--- src/rtl/knn_result_uart_tx_pkg.sv ---
// Shared types and constants for the KNN result report transmitter.
// Covers the frame layout, the flag-byte format and both FSM encodings.
package knn_result_uart_tx_pkg;

    localparam int FRAME_LEN = 7;
    localparam logic [7:0] HEADER_DEFAULT = 8'hA5;

    typedef logic [2:0] byte_idx_t;
    localparam byte_idx_t LAST_BYTE_IDX = byte_idx_t'(FRAME_LEN - 1);

    // Layout of B3: reserved zeros, then K mode, then the predicted class in bit 0
    typedef struct packed {
        logic [5:0] reserved;
        logic       k_mode;
        logic       predicted_class;
    } flag_byte_t;

    typedef enum logic [1:0] {
        FRM_IDLE,
        FRM_LOAD,
        FRM_SEND,
        FRM_DONE
    } frame_state_t;

    typedef enum logic [1:0] {
        BIT_IDLE,
        BIT_START,
        BIT_DATA,
        BIT_STOP
    } bit_state_t;

    function automatic logic [7:0] make_flag_byte(input logic k_mode, input logic predicted_class);
        flag_byte_t f;
        f.reserved        = '0;
        f.k_mode          = k_mode;
        f.predicted_class = predicted_class;
        return f;
    endfunction

endpackage

--- src/rtl/knn_result_uart_tx_byte.sv ---
// 8N1 byte serializer holding all UART bit timing.
// A start request during the final stop-bit cycle chains the next byte with no idle gap.
module uart_tx_byte
    import knn_result_uart_tx_pkg::*;
#(
    parameter int CLKS_PER_BIT = 868
) (
    input  logic       clk,
    input  logic       reset,
    input  logic       start,
    input  logic [7:0] data,
    output logic       tx,
    output logic       busy,
    output logic       byte_done
);

    localparam int CNT_W = $clog2(CLKS_PER_BIT);
    localparam logic [CNT_W-1:0] CNT_LAST = CNT_W'(CLKS_PER_BIT - 1);

    bit_state_t       state_reg, state_next;
    logic [CNT_W-1:0] cnt_reg, cnt_next;
    logic [2:0]       bit_reg, bit_next;
    logic [7:0]       shift_reg, shift_next;
    logic             tx_reg, tx_next;
    logic             last_tick;

    always_ff @(posedge clk) begin
        if (reset) begin
            state_reg <= BIT_IDLE;
            cnt_reg   <= '0;
            bit_reg   <= '0;
            shift_reg <= '0;
            tx_reg    <= 1'b1;
        end else begin
            state_reg <= state_next;
            cnt_reg   <= cnt_next;
            bit_reg   <= bit_next;
            shift_reg <= shift_next;
            tx_reg    <= tx_next;
        end
    end

    assign last_tick = (cnt_reg == CNT_LAST);

    always_comb begin
        state_next = state_reg;
        cnt_next   = '0;
        bit_next   = bit_reg;
        shift_next = shift_reg;
        tx_next    = tx_reg;
        if (state_reg != BIT_IDLE && !last_tick) begin
            cnt_next = cnt_reg + 1'b1;
        end
        case (state_reg)
            BIT_IDLE: begin
                tx_next = 1'b1;
                if (start) begin
                    shift_next = data;
                    tx_next    = 1'b0;
                    state_next = BIT_START;
                end
            end
            BIT_START: begin
                if (last_tick) begin
                    tx_next    = shift_reg[0];
                    shift_next = {1'b0, shift_reg[7:1]};
                    bit_next   = '0;
                    state_next = BIT_DATA;
                end
            end
            BIT_DATA: begin
                if (last_tick) begin
                    if (bit_reg == 3'd7) begin
                        tx_next    = 1'b1;
                        state_next = BIT_STOP;
                    end else begin
                        tx_next    = shift_reg[0];
                        shift_next = {1'b0, shift_reg[7:1]};
                        bit_next   = bit_reg + 1'b1;
                    end
                end
            end
            BIT_STOP: begin
                if (last_tick) begin
                    if (start) begin
                        shift_next = data;
                        tx_next    = 1'b0;
                        state_next = BIT_START;
                    end else begin
                        state_next = BIT_IDLE;
                    end
                end
            end
            default: begin
                tx_next    = 1'b1;
                state_next = BIT_IDLE;
            end
        endcase
    end

    assign tx        = tx_reg;
    assign busy      = (state_reg != BIT_IDLE);
    assign byte_done = (state_reg == BIT_STOP) && last_tick;

endmodule

--- src/rtl/knn_result_uart_tx.sv ---
// Sends a 7-byte report frame (header, query point, flags, latency, checksum) per classification.
// The header goes to the serializer straight from the accept cycle, so the start bit follows at once.
module knn_result_uart_tx
    import knn_result_uart_tx_pkg::*;
#(
    parameter int         CLKS_PER_BIT = 868,
    parameter logic [7:0] HEADER_BYTE  = HEADER_DEFAULT
) (
    input  logic        clk,
    input  logic        reset,
    input  logic        report,
    input  logic [7:0]  x_input,
    input  logic [7:0]  y_input,
    input  logic        predicted_class,
    input  logic        K_mode,
    input  logic [15:0] latency,
    output logic        tx,
    output logic        busy,
    output logic        overrun,
    output logic [7:0]  frame_count
);

    frame_state_t state_reg, state_next;
    byte_idx_t    idx_reg, idx_next, next_idx;
    logic         busy_reg, busy_next;
    logic         overrun_reg, overrun_next;
    logic [7:0]   count_reg, count_next;
    logic [7:0]   frame_reg [FRAME_LEN];
    logic [7:0]   frame_bytes [FRAME_LEN];
    logic [7:0]   checksum;
    logic [7:0]   tx_data;
    logic         accept;
    logic         byte_start;
    logic         byte_busy;
    logic         byte_done;

    assign frame_bytes[0] = HEADER_BYTE;
    assign frame_bytes[1] = x_input;
    assign frame_bytes[2] = y_input;
    assign frame_bytes[3] = make_flag_byte(K_mode, predicted_class);
    assign frame_bytes[4] = latency[15:8];
    assign frame_bytes[5] = latency[7:0];
    assign frame_bytes[6] = checksum;

    // Checksum covers payload only; the header is excluded
    always_comb begin
        checksum = '0;
        for (int i = 1; i < FRAME_LEN - 1; i++) begin
            checksum = checksum ^ frame_bytes[i];
        end
    end

    assign accept   = report && !busy_reg;
    assign next_idx = idx_reg + 1'b1;

    always_ff @(posedge clk) begin
        if (reset) begin
            for (int i = 0; i < FRAME_LEN; i++) begin
                frame_reg[i] <= '0;
            end
        end else if (accept) begin
            for (int i = 0; i < FRAME_LEN; i++) begin
                frame_reg[i] <= frame_bytes[i];
            end
        end
    end

    always_ff @(posedge clk) begin
        if (reset) begin
            state_reg   <= FRM_IDLE;
            idx_reg     <= '0;
            busy_reg    <= 1'b0;
            overrun_reg <= 1'b0;
            count_reg   <= '0;
        end else begin
            state_reg   <= state_next;
            idx_reg     <= idx_next;
            busy_reg    <= busy_next;
            overrun_reg <= overrun_next;
            count_reg   <= count_next;
        end
    end

    always_comb begin
        state_next   = state_reg;
        idx_next     = idx_reg;
        busy_next    = busy_reg;
        overrun_next = overrun_reg;
        count_next   = count_reg;
        byte_start   = 1'b0;
        if (report && busy_reg) begin
            overrun_next = 1'b1;
        end
        case (state_reg)
            FRM_IDLE, FRM_DONE: begin
                state_next = FRM_IDLE;
                if (accept) begin
                    state_next = FRM_LOAD;
                    idx_next   = '0;
                    busy_next  = 1'b1;
                    byte_start = 1'b1;
                end
            end
            FRM_LOAD: begin
                if (byte_busy) begin
                    state_next = FRM_SEND;
                end
            end
            FRM_SEND: begin
                if (byte_done) begin
                    if (idx_reg == LAST_BYTE_IDX) begin
                        state_next = FRM_DONE;
                        busy_next  = 1'b0;
                        count_next = count_reg + 1'b1;
                    end else begin
                        state_next = FRM_LOAD;
                        idx_next   = next_idx;
                        byte_start = 1'b1;
                    end
                end
            end
            default: state_next = FRM_IDLE;
        endcase
    end

    // Next byte is handed over in the stop-bit's last cycle so bytes abut
    always_comb begin
        tx_data = HEADER_BYTE;
        if (!accept && idx_reg != LAST_BYTE_IDX) begin
            tx_data = frame_reg[next_idx];
        end
    end

    uart_tx_byte #(
        .CLKS_PER_BIT(CLKS_PER_BIT)
    ) u_byte (
        .clk       (clk),
        .reset     (reset),
        .start     (byte_start),
        .data      (tx_data),
        .tx        (tx),
        .busy      (byte_busy),
        .byte_done (byte_done)
    );

    assign busy        = busy_reg;
    assign overrun     = overrun_reg;
    assign frame_count = count_reg;

endmodule

--- config.mk ---
export PLATFORM = sky130hd
export DESIGN_NAME = knn_result_uart_tx
export DESIGN_NICKNAME = d
export VERILOG_FILES = /design/src/rtl/knn_result_uart_tx_pkg.sv /design/src/rtl/knn_result_uart_tx_byte.sv /design/src/rtl/knn_result_uart_tx.sv
export SDC_FILE = /design/constraint.sdc
export NUM_CORES = 1
export LEC_CHECK = 0
export CORE_MARGIN = 2
export CORE_UTILIZATION = 53
export DETAILED_ROUTE_END_ITERATION = 8
export PLACE_DENSITY = 0.76
export SLEW_MARGIN = 5
export SYNTH_ARGS = -nofsm -noshare
export SYNTH_HDL_FRONTEND = slang
export SYNTH_SLANG_ARGS = --single-unit
--- constraint.sdc ---
create_clock -name clk -period 3.26 [get_ports clk]
set_clock_uncertainty 0.2 [all_clocks]
set_input_delay 0.326 -clock clk [delete_from_list [all_inputs] [get_ports clk]]
set_output_delay 0.326 -clock clk [all_outputs]
set_load 0.02 [all_outputs]
==> run summary, run 1 <==
The number of buffers created by CTS came out at 9. The number of DRC markers in iteration 0 came out at 124. The area of the mapped netlist is 4320 sq um. The layout filler cell count came out at 649. The initial antenna violation count came to 0. The switching power came out at 0.000943 W. The clock transition at the register clock pins on the worst setup and hold paths after CTS came out at 80 ps.

The worst hold path terminates at u_byte.bit_reg[2]. The TritonCTS sink count is 82. The count of state elements after synthesis came out at 82. The die outline height is 94.3 um. The gate count of the mapped netlist is 414. The final layout contains routed wiring with a total length of 8.32 mm. The count of yosys warnings during synthesis is 0.

The count of final setup violators is 0. The number of I/O pins came out at 48. The post-route antenna net violation count is 0. The count of maximum capacitance violations is 0. The post-synthesis to final-layout area growth is 17.2%. The via count of the first global-routing pass is 3010. The maximum number of pins on one net before global-route repair came out at 49. The worst hold path cell count is 2. Among all flip-flop cells after synthesis, the most frequent one is edfxtp_1. The transition time of the tightest slew-check pin came out at 991 ps.

Setup repair after global routing left no endpoint under its margin. The area share of fa/ha/maj cells after synthesis came out at 0.0376. The number of iterations in the first detailed-routing pass came out at 4. In the final layout, the share of cells above drive strength 1 is 0.0754. The data required time of the worst path is 3360 ps. Of the total power, the clock network draws 0.239. Across every metal layer, demand over resource in global routing totals 0.202. The startpoint identified for the worst register-to-register timing path is idx_reg[0]. The number of max-slew violations in the final report came out at 0.

The async set-or-reset flop fraction in the synthesized netlist is 0. The DRC violation count after routing came out at 0. The register with the most flip-flops in the layout has 43 of them.

The number of diodes added for antenna fixing is 0. The share of the synthesized netlist area taken by xor and xnor gates came out at 0.0871. The power density of the placed cells is 578 nW/um^2.

The flow ran to the end, and the final reports show no timing, DRC or antenna violations. The upper clock frequency limit is 390 MHz. The share of total power dissipated in sequential elements is 0.456.

STA classifies the critical path startpoint as a flip-flop. Averaged over all synthesized cells, the footprint is 10.4 sq um. The CTS tree is built. After detailed routing, the average wire length per cell comes to 14.7 um.

For flop-to-flop paths, the worst setup slack is 690 ps. The number of rows in the core area is 32. The number of enable-type register cells in the synthesized netlist came out at 42. For the final routed database, the setup TNS stands at 0 ps. The total nets after synthesis came out at 464.

The internal power summed over all cells is 0.00198 W. The worst setup path is captured at a flip-flop. In this run the most critical hold path is launched from u_byte.bit_reg[2].

The global placement routability congestion came out at 0.909. For the worst-skew pair, the clock arrives at the later sink with an insertion delay of 350 ps. The worst max-slew margin expressed relative to the limit came out at 0.339. The portion of synthesized area spent on multiplexers is 0.0553. The number of buffers inserted by port buffering came out at 47. Measured in cells, the most critical reg-to-reg path has a length of 7. The residual overflow from global routing came out at 0. The maximum fanout encountered on the critical timing path came out at 13. The number of buffers on the longest clock path came out at 2. The x dimension of the die came out at 94.3 um. CTS built an H-tree with a depth of 3.

Of the total synthesized cell area, the portion taken by AND, OR, NAND and NOR gates is 0.186. The root buffer cell chosen for the clock tree is clkbuf_8. The compound-cell area share of the yosys netlist came out at 0.130. The leakage power came out at 1.80 nW. The die area is 8890 sq um. Detailed placement finished with a half-perimeter wire length of 5.95 mm.

The number of distinct library cell variants in the gate-level netlist after synthesis came out at 53. The detailed-route via count came out at 3108. After detailed routing, the number of vias per cell comes to 5.49. The number of setup buffers added after CTS came out at 0. The count of cells resized by post-cts repair is 0.

The number of hold violations in the final report is 0. The final critical-path share of the clock period came out at 0.787. The first global-routing pass estimated 13.9 mm of wire. The type of the most critical hold path is flip-flop to flip-flop. The area inside the core boundary is 7810 sq um.

In this run, placement finished with an instance count of 550. The quantity of hold-fixing buffers added after cts came out at 0. The reg-to-reg critical path endpoint is u_byte.shift_reg[7].

The effective utilization at floorplan is 0.554. After synthesis, the largest family of logic cells by area is simple AND/OR/NAND/NOR gates. The clock period minus final worst setup slack is 2570 ps. The final layout net count came out at 509.

The data arrival time of the worst path came out at 2670 ps. The switching power share of the total came out at 0.322. Of the total power, combinational logic draws 0.306.

The worst setup path is of the flip-flop to flip-flop kind. The count of placed standard cells in the final layout, fillers left out is 566. The peak supply drop is 0.287 mV. The portion of the post-synthesis area used by sequential elements is 0.477.
## layer usage
layer,global-route usage,vias up,wire length [um]
met4,0.0857,0,141
met1,0.252,1462,3610
li1,-,1572,-
met2,0.340,62,4230
met3,0.0409,12,347
met5,0,-,0
## cells by family (layout without fill, tap and decap cells)
| group | Yosys count | in the layout |
|---|---|---|
| AOI/OAI and AO/OA | 74 | 74 |
| xor gates and xnor gates | 43 | 43 |
| adders and majority gates | 13 | 13 |
| buffers and inverters | 28 | 78 |
| DFF | 82 | 82 |
| muxes | 22 | 22 |
| and+or+nand+nor | 152 | 152 |
## stage by stage
stage,util,power (W),setup slack [ps],instance area [sq um],hold WS (ps)
after floorplan,-,0.00199,918,4320,230
after global placement,0.625,0.00222,899,4880,243
after detailed placement,0.625,0.00225,771,4880,256
after CTS,0.649,0.00294,729,5070,272
after global routing,0.649,0.00310,516,5070,301
final,0.649,0.00293,694,5070,264
## Yosys cell counts, types with 3 or more instances
| cell | number | area, sq um |
|---|---|---|
| buf_2 | 5 | 25.0 |
| inv_1 | 10 | 37.5 |
| nand3_1 | 8 | 40.0 |
| a22oi_1 | 5 | 37.5 |
| and3_1 | 3 | 18.8 |
| nor2_1 | 48 | 180 |
| dfxtp_1 | 40 | 801 |
| a221o_1 | 5 | 50.1 |
| edfxtp_1 | 42 | 1260 |
| nand3b_1 | 3 | 22.5 |
| xnor2_1 | 34 | 298 |
| nor2b_1 | 5 | 31.3 |
| a21oi_1 | 16 | 80.1 |
| ha_1 | 13 | 163 |
| nor3_1 | 4 | 20.0 |
| a211oi_1 | 8 | 60.1 |
| o211ai_1 | 5 | 37.5 |
| o21ai_0 | 9 | 45.0 |
| clkbuf_1 | 12 | 45.0 |
| xor2_1 | 9 | 78.8 |
| a211o_1 | 7 | 61.3 |
| nand4_1 | 6 | 37.5 |
| or3_1 | 3 | 18.8 |
| o2111ai_1 | 3 | 26.3 |
| and2_1 | 36 | 225 |
| mux2_2 | 5 | 56.3 |
| nand2_1 | 20 | 75.1 |
| nand2b_1 | 6 | 37.5 |
| mux2i_1 | 16 | 160 |
## critical path, cell delays in order (launching register included)
cell and delay [ps]:
dfxtp_1 340, inv_1 70, ha_1 540, nor2b_1 440, o2bb2ai_1 210, mux2i_1 110
a2111oi_0 390, mux2_2 210
## placed cells by master, fill, tap and decap left out, types with 6 or more instances in the layout
master,count
nand3_1,8
xor2_1,9
nand4_1,6
and2_1,36
mux2i_1,16
edfxtp_1,42
a21oi_1,16
clkdlybuf4s50_1,47
xnor2_1,34
clkbuf_8,9
a211o_1,7
inv_1,10
a211oi_1,8
o21ai_0,9
nor2_1,48
nand2_1,20
dfxtp_1,40
ha_1,13
## power by group through the flow
stage / registers, W / logic [W] / clock network, W
6_report: 0.00133 / 0.000896 / 0.000698
5_1_grt: 0.00135 / 0.000998 / 0.000757
3_5_place_dp: 0.00136 / 0.000892 / 0
3_3_place_gp: 0.00135 / 0.000869 / 0
2_1_floorplan: 0.00134 / 0.000647 / 0
4_1_cts: 0.00133 / 0.000898 / 0.000705
## how the worst max path moves through the flow
| stage | from | endpoint | slack (ps) |
|---|---|---|---|
| after floorplan | idx_reg[0] | u_byte.shift_reg[6] | 920 |
| after global placement | idx_reg[0] | u_byte.shift_reg[7] | 900 |
| after detailed placement | idx_reg[0] | u_byte.shift_reg[7] | 770 |
| after global routing | idx_reg[0] | u_byte.shift_reg[7] | 520 |
| after CTS | idx_reg[0] | u_byte.shift_reg[7] | 730 |
| final | idx_reg[0] | u_byte.shift_reg[7] | 690 |
## area by class of cell
cell class | instances | area, sq um | share of cell area
clock inverters | 7 | 60.1 | 0.0119
flip-flops and latches | 82 | 2060 | 0.407
inverters | 10 | 37.5 | 0.00741
multi-input cells | 304 | 2150 | 0.424
well taps | 102 | 128 | 0.0252
clock buffers | 9 | 124 | 0.0245
repair buffers | 52 | 508 | 0.100
Power figures use the tool's default switching activity.
==> inputs of run 2 (changes only) <==
--- a/config.mk
+++ b/config.mk
@@ -6,7 +6,7 @@
 export NUM_CORES = 1
 export LEC_CHECK = 0
 export CORE_MARGIN = 2
-export CORE_UTILIZATION = 53
+export CORE_UTILIZATION = 51
 export DETAILED_ROUTE_END_ITERATION = 8
 export PLACE_DENSITY = 0.76
 export SLEW_MARGIN = 5
==> constraint.sdc (replaced) <==
create_clock -name clk -period 2.3 [get_ports clk]
set_clock_uncertainty 0.2 [all_clocks]
set_input_delay 0.23 -clock clk [delete_from_list [all_inputs] [get_ports clk]]
set_output_delay 0.23 -clock clk [all_outputs]
set_load 0.02 [all_outputs]
==> run 2 against run 1 <==
Total power grew 45%. Cell area up 3.4%. Non-clock buffer count grew 19. First-iteration DRC count decreased by 4.8%. Critical endpoint is now u_byte.state_reg[0]. Core utilization decreased by 1.1 points. Worst setup slack worse by 580 ps. Via count grew 3.6%. Critical path type unchanged. Count of clock-buffer cells in the layout increased by 1. Combinational power is 63% higher. Largest power group unchanged. Highest routed layer unchanged.
==> run summary, run 2 (synthesized netlist as in run 1, its figures left out) <==
For flop-to-flop paths, the worst setup slack is 110 ps. The global placement routability congestion came out at 0.921. Detailed placement finished with a half-perimeter wire length of 6.26 mm. The worst max-slew margin expressed relative to the limit came out at 0.690. The highest metal layer used by the detailed router is met4. The initial utilization of the core area, before any placement, comes to 0.526.

The layout filler cell count is 684. The x dimension of the die came out at 96.1 um. The source of the critical timing path is u_byte.cnt_reg[0].

In this run the static leakage power is 1.88 nW. The flow ran to the end, and the final reports show no timing, DRC or antenna violations. After routing, the total negative slack on setup checks comes to 0 ps. The worst setup path is captured at a flip-flop.

The die area is 9230 sq um. The sum of routed wire length over all layers came out at 8.59 mm. The clock period minus final worst setup slack is 2190 ps. By startpoint and endpoint, the worst setup path is classified as flip-flop to flip-flop.

The residual overflow from global routing came out at 0. Measured on the finished design, the core utilization comes to 0.637. In this run the tool buffered the top-level ports with 47 buffer cells. The number of DRC markers in iteration 0 came out at 118. In this run the worst hold path is classified as flip-flop to flip-flop. The data required time of the worst path is 2370 ps.

Pin placement for this block handled 48 I/O pins. The number of buffers on the longest clock path came out at 2. The finished cells cover 5240 sq um. The later pin in the worst-skew pair is clocked with a latency of 350 ps.

The cell area after placement is 5040 sq um. After detailed routing, the wire length on met1 is 3.76 mm. In this run the worst path has a maximum fanout of 8.

The top cell types in the final layout, fill and taps aside, are nor2_1, clkdlybuf4s50_1, edfxtp_1, dfxtp_1, and2_1. The number of setup buffers added after CTS is 0. The launching element type of the critical path is a flip-flop.

In the finished design, the share of the clock period the worst path needs comes to 0.952. Leaving out fill and tap cells, the most frequent cell in the layout is nor2_1. The post-route antenna net violation count is 0. The detailed-routed wire length on met2 came out at 4.48 mm. In the global route stage, overall resource usage came out at 0.200. The area inside the core boundary is 8220 sq um.

TritonCTS built the clock tree. The floorplan step set the die height to 96.1 um. Across the run, the number of max-cap violations was 0. The clock transition at the register clock pins on the worst setup and hold paths after CTS came out at 80 ps. The startpoint identified for the worst register-to-register timing path is u_byte.cnt_reg[0]. The TritonCTS sink count is 82. The share of final-layout standard cells stronger than drive strength 1 came out at 0.130. The worst register-to-register path ends at u_byte.state_reg[0]. The power density of the placed cells came out at 809 nW/um^2. The deepest level of the CTS H-tree is 3. The number of rows in the core area is 33. The upper clock frequency limit came out at 457 MHz. The number of iterations in the first detailed-routing pass came out at 4. The critical path ends at u_byte.state_reg[0]. The routed design uses 299 um of met3 wire. In the final design database the tool counted 528 nets. Counting the buffers created by CTS gives 9.

The DRC violation count after routing came out at 0. The peak supply drop came out at 0.362 mV. The count of final setup violators came out at 0. The number of max-slew violations in the final report came out at 0.

The initial antenna violation count came to 0. The via density per instance is 5.48. Detailed routing inserted a total of 3221 vias.

The data arrival time of the worst path is 2260 ps. The number of hold violations in the final report is 0. Relative to the synthesized area, the layout overhead comes to 21.2%.

After detailed routing, the average wire length per cell comes to 14.6 um. The first global-routing pass estimated 14.1 mm of wire. The flip-flop count of the largest register, all copies and words added is 43.

The clock tree root driver cell is clkbuf_8. The via count of the first global-routing pass is 3021. Setup repair after global routing could not meet its margin everywhere. The sum of internal, switching and leakage power is 0.00423 W. The transition time of the tightest slew-check pin is 463 ps.

The worst reg-to-reg path cell count came out at 6. The repair_antennas step left the layout with diodes totalling 0. The maximum number of pins on one net before global-route repair is 43.
==> run 2: final cells by class <==
| class | instances | area (sq um) | area share |
|---|---|---|---|
| Multi-Input combinational cell | 304 | 2180 | 0.417 |
| Clock inverter | 6 | 33.8 | 0.00645 |
| Timing Repair Buffer | 71 | 663 | 0.127 |
| Sequential cell | 82 | 2060 | 0.394 |
| Clock buffer | 10 | 128 | 0.0244 |
| Inverter | 10 | 37.5 | 0.00717 |
| Tap cell | 105 | 131 | 0.0251 |
==> run 2: metal layers <==
metal  up-vias  track usage
met5         -            0
met2        68        0.354
met1      1522        0.243
met3         7       0.0423
li1       1624            -
met4         0       0.0583
==> run 2: worst max-delay path, stage by stage, from the launching register on <==
cell	delay [ps]
dfxtp_1	380
ha_1	240
nor3b_4	290
and4_4	330
a21oi_2	90
a221o_1	390
a221oi_2	200
==> run 2: how the worst min path moves through the flow <==
stage,endpoint,from,slack [ps],cells past startpoint
detailed placement,u_byte.bit_reg[1],u_byte.bit_reg[1],260,2
global placement,u_byte.cnt_reg[0],u_byte.cnt_reg[0],240,1
global route,u_byte.bit_reg[1],u_byte.bit_reg[1],300,2
finish,u_byte.bit_reg[1],u_byte.bit_reg[1],260,2
CTS,u_byte.bit_reg[1],u_byte.bit_reg[1],270,2
floorplan,overrun,report,170,2
==> run 2: where the power goes <==
part | switching (W) | leakage (nW) | internal (W)
combinational | 0.000784 | 1.03 | 0.000678
sequential | 0.000104 | 0.778 | 0.00178
clock | 0.000508 | 0.0757 | 0.000382
total | 0.00140 | 1.88 | 0.00284
==> run 2: through the flow <==
stage / std cells / worst slack [ps] / hold slack [ps]
final: 588 / 112 / 263
after global routing: 588 / -36.9 / 300
after CTS: 588 / 18.2 / 273
after detailed placement: 572 / -8.41 / 262
after global placement: 572 / 129 / 243
after floorplan: 414 / 49.3 / 175
==> run 2: timing repair <==
item,CTS,global route
pin swaps,0,1
gates resized for setup,1,8
setup endpoints to repair,1,15
hold buffers,0,0
==> inputs of run 3 (changes only) <==
--- a/config.mk
+++ b/config.mk
@@ -5,8 +5,9 @@
 export SDC_FILE = /design/constraint.sdc
 export NUM_CORES = 1
 export LEC_CHECK = 0
-export CORE_MARGIN = 2
+export CORE_MARGIN = 10
 export CORE_UTILIZATION = 51
+export CTS_CLUSTER_DIAMETER = 100
 export DETAILED_ROUTE_END_ITERATION = 8
 export PLACE_DENSITY = 0.76
 export SLEW_MARGIN = 5
==> run 3 against run 2 <==
Via count increased by 0.40%. Critical path type unchanged. Total power increased by 3.3%. Worst setup slack improved by 28 ps. Largest cell class unchanged. Sequential cell count unchanged. Highest routed layer unchanged. Die area increased by 36%. Sequential power about the same. Maximum frequency increased by 1.3%. Global-route usage decreased by 5.9 points. Sequential share of layout area decreased by 0.22 points. Clock power increased by 17%.
==> run summary, run 3 (synthesized netlist as in run 1, its figures left out) <==
Hold timing on the final database bottoms out at a slack of 266 ps. The final critical-path share of the clock period came out at 0.939. TritonCTS built the clock tree. The data required time of the worst path came out at 2400 ps. The worst stage delay on the critical path is 380 ps. The number of buffers on the longest clock path is 2. The layout filler cell count is 665. The number of diodes added for antenna fixing is 0. The number of hold violations in the final report was 0.

The area inside the core boundary is 8220 sq um. For the worst-skew pair, the clock arrives at the later sink with an insertion delay of 350 ps. The clock transition at the register clock pins on the worst setup and hold paths after CTS came out at 80 ps.

The quantity of hold-fixing buffers added after cts is 0. The die outline height came out at 112 um. The worst setup path is captured at a flip-flop. The startpoint identified for the worst register-to-register timing path is idx_reg[0]. The sum of routed wire length over all layers is 8.76 mm. At the end of routability-driven placement, the weighted congestion stood at 0.906. The type of the worst setup path is flip-flop to flip-flop. The number of DRC markers in iteration 0 is 189. Entering global routing, the biggest net connects 43 pins. In this run the static leakage power is 1.90 nW. The critical path goes through inv_1, ha_2, nor2b_2, o2bb2ai_1, mux2i_1, a2111oi_1, mux2_2. The number of max-slew violations in the final report came out at 0.

The library cell used most frequently in the layout, excluding fill and tap cells, is nor2_1. The H-tree generated during clock tree synthesis spans 3 levels. The end point of the worst hold path is u_byte.bit_reg[2].

The post-route antenna net violation count came out at 0. The power density of the placed cells is 831 nW/um^2. The number of buffers created by CTS is 9. The number of rows in the core area is 33. The number of iterations in the first detailed-routing pass came out at 5.

The setup check on the worst reg-to-reg path leaves a slack of 140 ps. The x dimension of the die is 112 um. Data arrives at the worst endpoint at 2260 ps.

The initial antenna violation count came to 0. The library cell contributing the largest single delay on the critical path is ha_2. Setup repair after global routing left no endpoint under its margin. The flip-flop count of the largest register, all copies and words added is 43. The via count of the first global-routing pass came out at 3194.

In this run the critical register-to-register path is captured at u_byte.shift_reg[7]. The tree is rooted in a clkbuf_8. The upper clock frequency limit came out at 463 MHz.

The cell type group with the largest total delay on the critical path is compound AO/OA/AOI/OAI gates. In the layout the commonest cells are nor2_1, clkdlybuf4s50_1, edfxtp_1, dfxtp_1, and2_1. The count of final setup violators is 0.

STA classifies the critical path startpoint as a flip-flop. The post-place setup slack came out at 66.5 ps. The first global-routing pass estimated 14.9 mm of wire. The overall fraction of global-route tracks in use is 0.140. The TritonCTS sink count came out at 82. The total half-perimeter wirelength after legalization and detailed placement is 6.42 mm. During I/O placement, the number of pins put on the boundary was 48. The buffering stage count on the worst path with inverters included came out at 1. The worst reg-to-reg path cell count came out at 7. The share of final-layout standard cells stronger than drive strength 1 is 0.129. The worst hold path cell count came out at 2. The detailed-route via count came out at 3234. Relative to the synthesized area, the layout overhead comes to 21.9%. The die area came out at 12600 sq um.

Across all setup checks in the final design, the least slack found is 139 ps. The area of the multi-input gates came out at 2170 sq um. The run finished with clean final reports. The DRC violation count after routing is 0.

Of all nets on the critical path, the largest fanout is 7. In this run the most critical hold path is launched from u_byte.bit_reg[2]. The number of setup buffers added after CTS came out at 0. The count of maximum capacitance violations is 0. At the end of the flow the core is filled with cells to 0.641. Across the VDD grid, the largest voltage drop is 0.457 mV.

The area used by sequential logic in the layout came out at 2060 sq um. The final layout net count is 527. Once layout is done, the placed cells without fillers occupy 5270 sq um.

Dividing the detail-routed wire length by the instance count gives 14.9 um. The count of buffers added on input and output ports is 47. The cell area after placement is 5050 sq um.

The clock period minus final worst setup slack is 2160 ps. Global routing finished with a remaining overflow of 0. For this configuration, the core starts out at a cell density of 0.526. The type of the most critical hold path is flip-flop to flip-flop. The worst max-slew margin expressed relative to the limit is 0.690. Dividing the detail-routed via count by the number of cells gives 5.51. The total negative slack is 0 ps.

For the pin with the worst max-slew slack, the measured transition is 463 ps.
## run 3: timing repair
action / 4_1_cts / 5_1_grt
setup endpoints to repair: 0 / 11
hold endpoints to repair: 0 / 0
resized for setup: 0 / 7
## run 3: layout make-up
type | instances | area share
flip-flops and latches | 82 | 0.391
inverters | 10 | 0.00713
well taps | 105 | 0.0249
clock buffers | 9 | 0.0235
multi-input cells | 304 | 0.412
repair buffers | 70 | 0.127
clock inverters | 7 | 0.0143
## run 3: worst register-to-register path, stage by stage (launching register included)
cell       delay, ps
dfxtp_1          360
inv_1             90
ha_2             380
nor2b_2          250
o2bb2ai_1        160
mux2i_1          100
a2111oi_1        370
mux2_2           210
## run 3: routing by layer
metal | vias to the layer above | track usage | part of all wire
li1 | 1619 | - | -
met1 | 1514 | 0.161 | 0.43
met2 | 87 | 0.239 | 0.50
met3 | 14 | 0.0405 | 0.052
met4 | 0 | 0.0601 | 0.023
met5 | - | 0 | 0
## run 3: how the worst max path moves through the flow
stage,slack [ps],endpoint,start,depth (start not counted)
floorplan,50,u_byte.shift_reg[6],idx_reg[0],10
global placement,130,u_byte.shift_reg[7],idx_reg[0],8
detailed placement,70,u_byte.shift_reg[7],idx_reg[0],8
CTS,40,u_byte.state_reg[1],u_byte.cnt_reg[0],6
global route,10,u_byte.shift_reg[7],idx_reg[0],7
finish,140,u_byte.shift_reg[7],idx_reg[0],7
## run 3: per-stage QoR
stage,total power (W),instances
after detailed placement,0.00332,571
final,0.00437,587
after global routing,0.00462,587
after global placement,0.00328,571
after floorplan,0.00282,414
after CTS,0.00437,587
## run 3: where the power goes
part / leakage [nW] / total [W] / switching (W) / internal, W
clock network: 0.0923 / 0.00104 / 0.000535 / 0.000507
logic: 1.03 / 0.00145 / 0.000781 / 0.000670
registers: 0.778 / 0.00188 / 0.000104 / 0.00178
total: 1.90 / 0.00437 / 0.00142 / 0.00295
